### config.mk
export PLATFORM = sky130hd
export DESIGN_NAME = irq_controller
export DESIGN_NICKNAME = d
export VERILOG_FILES = /design/src/rtl/irq_controller.sv
export SDC_FILE = /design/constraint.sdc
export NUM_CORES = 1
export LEC_CHECK = 0
export BUFFER_PORTS_ARGS = -buffer_cell sky130_fd_sc_hd__buf_2
export CAP_MARGIN = 25
export CELL_PAD_IN_SITES_DETAIL_PLACEMENT = 0
export CELL_PAD_IN_SITES_GLOBAL_PLACEMENT = 1
export CORE_ASPECT_RATIO = 0.6
export CORE_MARGIN = 3
export CORE_UTILIZATION = 31
export DETAILED_ROUTE_END_ITERATION = 8
export PLACE_DENSITY_LB_ADDON = 0.05
export SLEW_MARGIN = 20
export SYNTH_ARGS = -nofsm -noshare
export SYNTH_HDL_FRONTEND = slang
export SYNTH_SLANG_ARGS = --single-unit
### constraint.sdc
create_clock -name CLOCK_50 -period 3.68 [get_ports CLOCK_50]
set_input_delay 0.736 -clock CLOCK_50 [delete_from_list [all_inputs] [get_ports CLOCK_50]]
set_output_delay 0.736 -clock CLOCK_50 [all_outputs]
set_load 0.05 [all_outputs]
### src/rtl/irq_controller.sv
// Fixed-priority interrupt controller: per-source edge/level capture, mask, CPU vector/ack handshake, 64-bit bus CSRs.
// Latency: irq_src edge -> PENDING 1 cycle -> interrupt_vector 1 cycle; bus reads return one cycle after the strobe.
// Backpressure: a vector is held until interrupt_ack; the next vector waits for ack to drop; the bus never stalls.
module irq_controller #(
    parameter int                 N_SRC    = 4,
    parameter int                 VEC_W    = 4,
    parameter logic [63:0]        BASE     = 64'h0000_0000_8000_0020,
    parameter logic [N_SRC-1:0]   MODE_RST = '1,
    parameter logic [N_SRC-1:0]   EN_RST   = '0
) (
    input  logic               CLOCK_50,
    input  logic               KEY0,
    input  logic [N_SRC-1:0]   irq_src,
    output logic [VEC_W-1:0]   interrupt_vector,
    input  logic               interrupt_ack,
    output logic               irq_any,
    input  logic [63:0]        bus_address,
    input  logic [63:0]        bus_write_data,
    input  logic               bus_write_enable,
    input  logic               bus_read_enable,
    output logic [63:0]        bus_read_data
);

    localparam logic [1:0] S_IDLE    = 2'd0;
    localparam logic [1:0] S_ASSERT  = 2'd1;
    localparam logic [1:0] S_RELEASE = 2'd2;

    localparam logic [1:0] SEL_PEND  = 2'd0;
    localparam logic [1:0] SEL_EN    = 2'd1;
    localparam logic [1:0] SEL_MODE  = 2'd2;
    localparam logic [1:0] SEL_CLR   = 2'd3;

    generate
        if ((N_SRC < 1) || (N_SRC > 63) || (N_SRC > (2**VEC_W) - 1)) begin : g_param_check
            $error("irq_controller: N_SRC must be 1..63 and fit in VEC_W bits as index+1");
        end
    endgenerate

    logic [N_SRC-1:0] pend_q, pend_d;
    logic [N_SRC-1:0] en_q, en_d;
    logic [N_SRC-1:0] mode_q, mode_d;
    logic [N_SRC-1:0] prev_q, prev_d;
    logic [1:0]       state_q, state_d;
    logic [VEC_W-1:0] id_q, id_d;
    logic [VEC_W-1:0] vec_q, vec_d;
    logic             any_q, any_d;
    logic [63:0]      rdata_q, rdata_d;

    logic [63:0]      off;
    logic             in_win;
    logic [1:0]       sel;
    logic             wr_hit;
    logic             rd_hit;
    logic [N_SRC-1:0] wdat;
    logic [N_SRC-1:0] clr_wr;
    logic [N_SRC-1:0] ack_clr;
    logic [N_SRC-1:0] req;
    logic [N_SRC-1:0] edge_set;
    logic [VEC_W-1:0] win_id;
    logic             unused_bits;

    // Unsigned wrap makes addresses below BASE land far outside the window.
    assign off    = bus_address - BASE;
    assign in_win = (off[63:5] == '0);
    assign sel    = off[4:3];
    assign wr_hit = bus_write_enable & in_win;
    assign rd_hit = bus_read_enable & in_win;
    assign wdat   = bus_write_data[N_SRC-1:0];
    assign clr_wr = (wr_hit && (sel == SEL_CLR)) ? wdat : '0;

    assign unused_bits = ^{off[2:0], bus_write_data[63:N_SRC]};

    assign req      = pend_q & en_q;
    assign edge_set = irq_src & ~prev_q;

    // Descending scan so the lowest requesting index is the last assignment.
    always_comb begin
        win_id = '0;
        for (int i = N_SRC - 1; i >= 0; i--) begin
            if (req[i]) begin
                win_id = VEC_W'(i);
            end
        end
    end

    always_comb begin
        state_d = state_q;
        id_d    = id_q;
        vec_d   = vec_q;
        ack_clr = '0;
        case (state_q)
            S_IDLE: begin
                if (|req) begin
                    id_d    = win_id;
                    vec_d   = win_id + VEC_W'(1);
                    state_d = S_ASSERT;
                end
            end
            S_ASSERT: begin
                if (interrupt_ack) begin
                    vec_d   = '0;
                    ack_clr = N_SRC'(1) << id_q;
                    state_d = S_RELEASE;
                end
            end
            S_RELEASE: begin
                if (!interrupt_ack) begin
                    state_d = S_IDLE;
                end
            end
            default: begin
                vec_d   = '0;
                state_d = S_IDLE;
            end
        endcase
    end

    // Edge bits: a new edge beats any clear in the same cycle. Level bits track the line.
    always_comb begin
        pend_d = (mode_q & (edge_set | (pend_q & ~(clr_wr | ack_clr))))
               | (~mode_q & irq_src);
        prev_d = irq_src;
        any_d  = |req;
    end

    always_comb begin
        en_d    = en_q;
        mode_d  = mode_q;
        rdata_d = rdata_q;
        if (wr_hit && (sel == SEL_EN)) begin
            en_d = wdat;
        end
        if (wr_hit && (sel == SEL_MODE)) begin
            mode_d = wdat;
        end
        if (rd_hit) begin
            case (sel)
                SEL_PEND: rdata_d = 64'(pend_q);
                SEL_EN:   rdata_d = 64'(en_q);
                SEL_MODE: rdata_d = 64'(mode_q);
                default:  rdata_d = '0;
            endcase
        end
    end

    always_ff @(posedge CLOCK_50 or negedge KEY0) begin
        if (!KEY0) begin
            pend_q  <= '0;
            en_q    <= EN_RST;
            mode_q  <= MODE_RST;
            prev_q  <= '0;
            state_q <= S_IDLE;
            id_q    <= '0;
            vec_q   <= '0;
            any_q   <= 1'b0;
            rdata_q <= '0;
        end else begin
            pend_q  <= pend_d;
            en_q    <= en_d;
            mode_q  <= mode_d;
            prev_q  <= prev_d;
            state_q <= state_d;
            id_q    <= id_d;
            vec_q   <= vec_d;
            any_q   <= any_d;
            rdata_q <= rdata_d;
        end
    end

    assign interrupt_vector = vec_q;
    assign irq_any          = any_q;
    assign bus_read_data    = rdata_q;

endmodule
== After elaboration in Yosys (flattened, before gate mapping) ==
Cells that the tools add are included.
Storage, ports and cells
  memories: 0
  ROM bits: 0
  bits of input ports: 137
  bits in registers: 91
  output and inout port bits: 69
  word-level logic and storage cells: 59
  latch bits: 0
  bits in writable memories: 0
Cells by class
  $mul: 0
  bitwise logic cells: 14
  multiplexer cells: 15
  shift operators: 1
  add/subtract/negate cells: 2
  reductions and logical operators: 10
  div/mod/pow operators: 0
  equality and inequality tests: 8
  magnitude comparators: 0
Operators with widths (number)
  subtractor 64 x 32 -> 64 bit (second input constant): 1
  zero test 59 bit: 1
  two-way mux 4 bit: 7
  case mux 4 bit (3 select lines): 2
  bitwise AND 4 bit: 5
  NOT 4 bit: 3
  bitwise OR 4 bit: 3
  two-way mux 2 bit: 5
  == test 2 bit (second input constant): 3
  != test 2 bit (second input constant): 3
  case mux 2 bit (3 select lines): 1
  AND reduction 3 bit: 2
  adder 4 x 1 -> 4 bit (second input constant): 1
  == test 2 x 1 -> 1 bit (second input constant): 2
  zero test 2 bit: 2
  OR reduction 4 bit: 1
  left shift 1 x 4 -> 4 bit (first input constant): 1
  logical AND 1 bit: 3
  bitwise AND 1 bit: 2
  AND reduction 2 bit: 1
  NOT 1 bit: 1

== Depth between registers and ports, before layout ==
  depth after elaboration: 11
  mapped depth: 10
  gate-level depth less buffers: 8

== Least setup slack after synthesis ==
Ideal clock, no wire load.
  kind: input-to-reg
  start: in bus_address[32]
  end: reg en_q[0]
  slack: 0.092 ns
  buffers on the path: 1
  data required time: 3.555 ns
  data arrival time: 3.463 ns
  stages on the path: 9
  setup time: 0.125 ns
  cells stage by stage: buf_2 nor4_1 nand2_1 o41ai_1 o2111ai_1 nor4b_1 nand4_4 nor4_4 mux2_2
On the way
  word-level cells in the longest chain between the ends: 4
Ends and longest elaborated chain
  from (decl): line 17  | input logic [63:0] bus_address,
  subtractor 64 x 32 -> 64 bit: line 63  | assign off = bus_address - BASE;
  zero test 59 bit: line 64  | assign in_win = (off[63:5] == '0);
  bitwise AND 1 bit: line 66  | assign wr_hit = bus_write_enable & in_win;
  logical AND 1 bit: line 130  | if (wr_hit && (sel == SEL_EN)) begin
  to (signal assigned): line 159  | en_q <= en_d;
  to (decl): line 40  | logic [N_SRC-1:0] en_q, en_d;
No other way between the ends.
A chain may end at the register's enable or synchronous reset.

== Final worst setup path ==
  start: in bus_address[28]
  end: reg mode_q[2]
On the way
  word-level cells in the longest chain between the ends: 4
Ends and longest elaborated chain
  subtractor 64 x 32 -> 64 bit: line 63
  zero test 59 bit: line 64
  bitwise AND 1 bit: line 66
  logical AND 1 bit: line 133  | if (wr_hit && (sel == SEL_MODE)) begin
  to (signal assigned): line 160  | mode_q <= mode_d;
  to (decl): line 41  | logic [N_SRC-1:0] mode_q, mode_d;
No other way between the ends.

==> reports/qor.csv <==
metric;value;unit
clock_latency;0.26;ns
pin_count;206;
vias;3432;
syn_inst;370;
hold_buffers;0;
port_buffers;81;
p_clk_frac;0.275;
hold_class;primary input to asynchronous set/reset pin;
arrival;3.72;ns
worstPathRequired;3.87;ns
die_x;133;µm
place.gp.congestion;0.938;
fmax;0.284;GHz
crit_start;bus_address[28];
final.period_utilization;0.957;
clock_skew;0.00329;ns
postLayoutCoreUtil;0.439;
nFillCells;974;
path_clk_slew;0.06;ns
hold_violations;0;
initial_core_util;0.324;
antenna_found_initial;0;
grt_pass1_vias;3056;
syn_avg_cell_area;8.13;µm²
dpl.hpwl;10100;µm
viasPerCell;5.19;
seqPwrFrac;0.348;
synth-xor-area-share;0.0146;
syn_to_final_growth;35.7;%
dr.pass1.iters;4;
grt_max_degree;29;
overflow;0;
n_antenna_cell;0;
drive_gt1_frac;0.392;
rsz0062_at_grt;false;
ys_ff_latch;28;
vdd_ir_drop_max;0.178;mV
ys_seq_area_frac;0.235;
synth_mux_area_frac;0.0695;
drt_iter0_markers;262;
dieArea;11000;µm²
clockBufferDepth;2;
pwr_density_cell;223;nW/µm²
endpoint_kind;flop;
design.core.area;9290;µm²
slew_headroom;0.551;
min_period;3.52;ns
switching_share;0.391;
cts.sinks;28;
netlist-cell-type-count;63;
cp_max_fo;6;
yosys_warnings;0;
htreeDepth;1;
synth_ff_type;dfrtp_1;
tritoncts;built;
maxCapViolCount;0;
p_sw;355;µW
outcome;complete, no violations;
slew_viol_final;0;
grt_util_all_layers;0.210;
final_common_cell;buf_4;
crit_type;primary input to flop;
syn_area;3010;µm²
wl_per_cell;17.9;µm
tightestPinTransition;0.667;ns
async_flop_share;1.00;
worstReg2RegStart;en_q[2];
p_leak;1.86;nW
r2r_slack;2.02;ns
setup_tns;0;ns
synthAdderAreaFrac;0.00416;
layout.nets;670;
rr_worst_depth;8;
setup_viol;0;
whs;0.486;ns
synth_compound_area_frac;0.201;
root_buffer;clkbuf_16;
die_h;82.3;µm
grt_pass1_wl;17800;µm
cts_buffers;3;
final-seq-area;706;µm²
final_antenna_net_count;0;
rr_endpoint;interrupt_vector[1];
yosys.area_share.simple;0.295;
mostFrequentLayoutCells;88 x buf_4, 81 x buf_2, 61 x conb_1;
synth_edf_count;0;
p_int;553;µW
critPathLaunchType;primary input;
synth_top_family_by_area;simple AND/OR/NAND/NOR gates;
num_rows;27;
multi_input_area;2030;µm²
power_frac_comb;0.377;
drc;0;
totalWireLength;11800;µm
[layer usage]
layer	vias to the layer above	wire length [µm]	track usage
met5	-	0	0
met4	0	18	0.00821
met3	2	1350	0.0732
met2	196	4230	0.272
met1	1608	6210	0.337
li1	1626	-	-
[through the flow]
step	cells	worst slack, ns	power (mW)	instance area (µm²)
6_report	661	0.157	0.909	4080
4_1_cts	660	0.0217	0.914	4030
3_3_place_gp	656	-0.177	0.658	3950
5_1_grt	661	0.0243	0.952	4080
3_5_place_dp	656	-0.243	0.655	3950
2_1_floorplan	430	0.0920	0.566	3230
[worst max-delay path: stages]
cell	delay, ns
buf_2	0.13
nor4_1	0.60
and3_1	0.26
o21a_1	0.15
mux2_2	0.35
nor4_1	0.31
buf_4	0.19
nand4_4	0.16
nor4_4	0.30
buf_4	0.18
mux2_2	0.34
[cell usage after synthesis (11+ instances only)]
cell | count | area share
nor3_1 | 13 | 0.022
nand2_1 | 35 | 0.044
nor2_1 | 20 | 0.025
inv_1 | 11 | 0.014
mux2_2 | 15 | 0.056
dfrtp_1 | 24 | 0.20
buf_4 | 61 | 0.15
nor4_1 | 20 | 0.042
o21ai_0 | 23 | 0.038
[sequential cells by signal, indices dropped and copies added (netlist names)]
| register | flops |
|---|---|
| bus_read_data | 4 |
| interrupt_vector | 3 |
| state_q | 2 |
| pend_q | 4 |
| mode_q | 4 |
| irq_any | 1 |
| prev_q | 4 |
| en_q | 4 |
| id_q | 2 |
[worst max-delay path by stage]
stage / slack, ns / cells after the start / endpoint
2_1_floorplan: 0.09 / 9 / en_q[0]
3_3_place_gp: -0.18 / 10 / en_q[0]
3_5_place_dp: -0.24 / 10 / en_q[1]
4_1_cts: 0.02 / 10 / en_q[0]
5_1_grt: 0.02 / 11 / mode_q[3]
6_report: 0.16 / 11 / mode_q[2]
[power by group through the flow]
stage	Clock, mW	Combinational, mW	Sequential, mW
floorplan	0	0.246	0.320
global placement	0	0.336	0.321
detailed placement	0	0.334	0.322
CTS	0.263	0.335	0.316
global route	0.272	0.363	0.316
finish	0.250	0.342	0.316
[layout make-up]
type	count	share of cell area
multi-input cells	319	0.497
clock buffers	4	0.0193
repair buffers	169	0.261
inverters	11	0.0101
well taps	130	0.0399
flip-flops and latches	28	0.173
[logic make-up (layout without fill, tap and decap cells)]
logic type | after synthesis | in the layout
muxes | 19 | 19
xor gates and xnor gates | 5 | 5
adders and majority gates | 1 | 1
AOI/OAI and AO/OA | 84 | 84
DFF | 28 | 28
and+or+nand+nor | 149 | 149
other | 1 | 61
buffers and inverters | 83 | 184
[what timing repair did]
action	CTS	global route
buffers inserted	0	1
gates resized for setup	0	6
setup endpoints to repair	0	11
No activity file was read; power rests on OpenSTA's default activity.
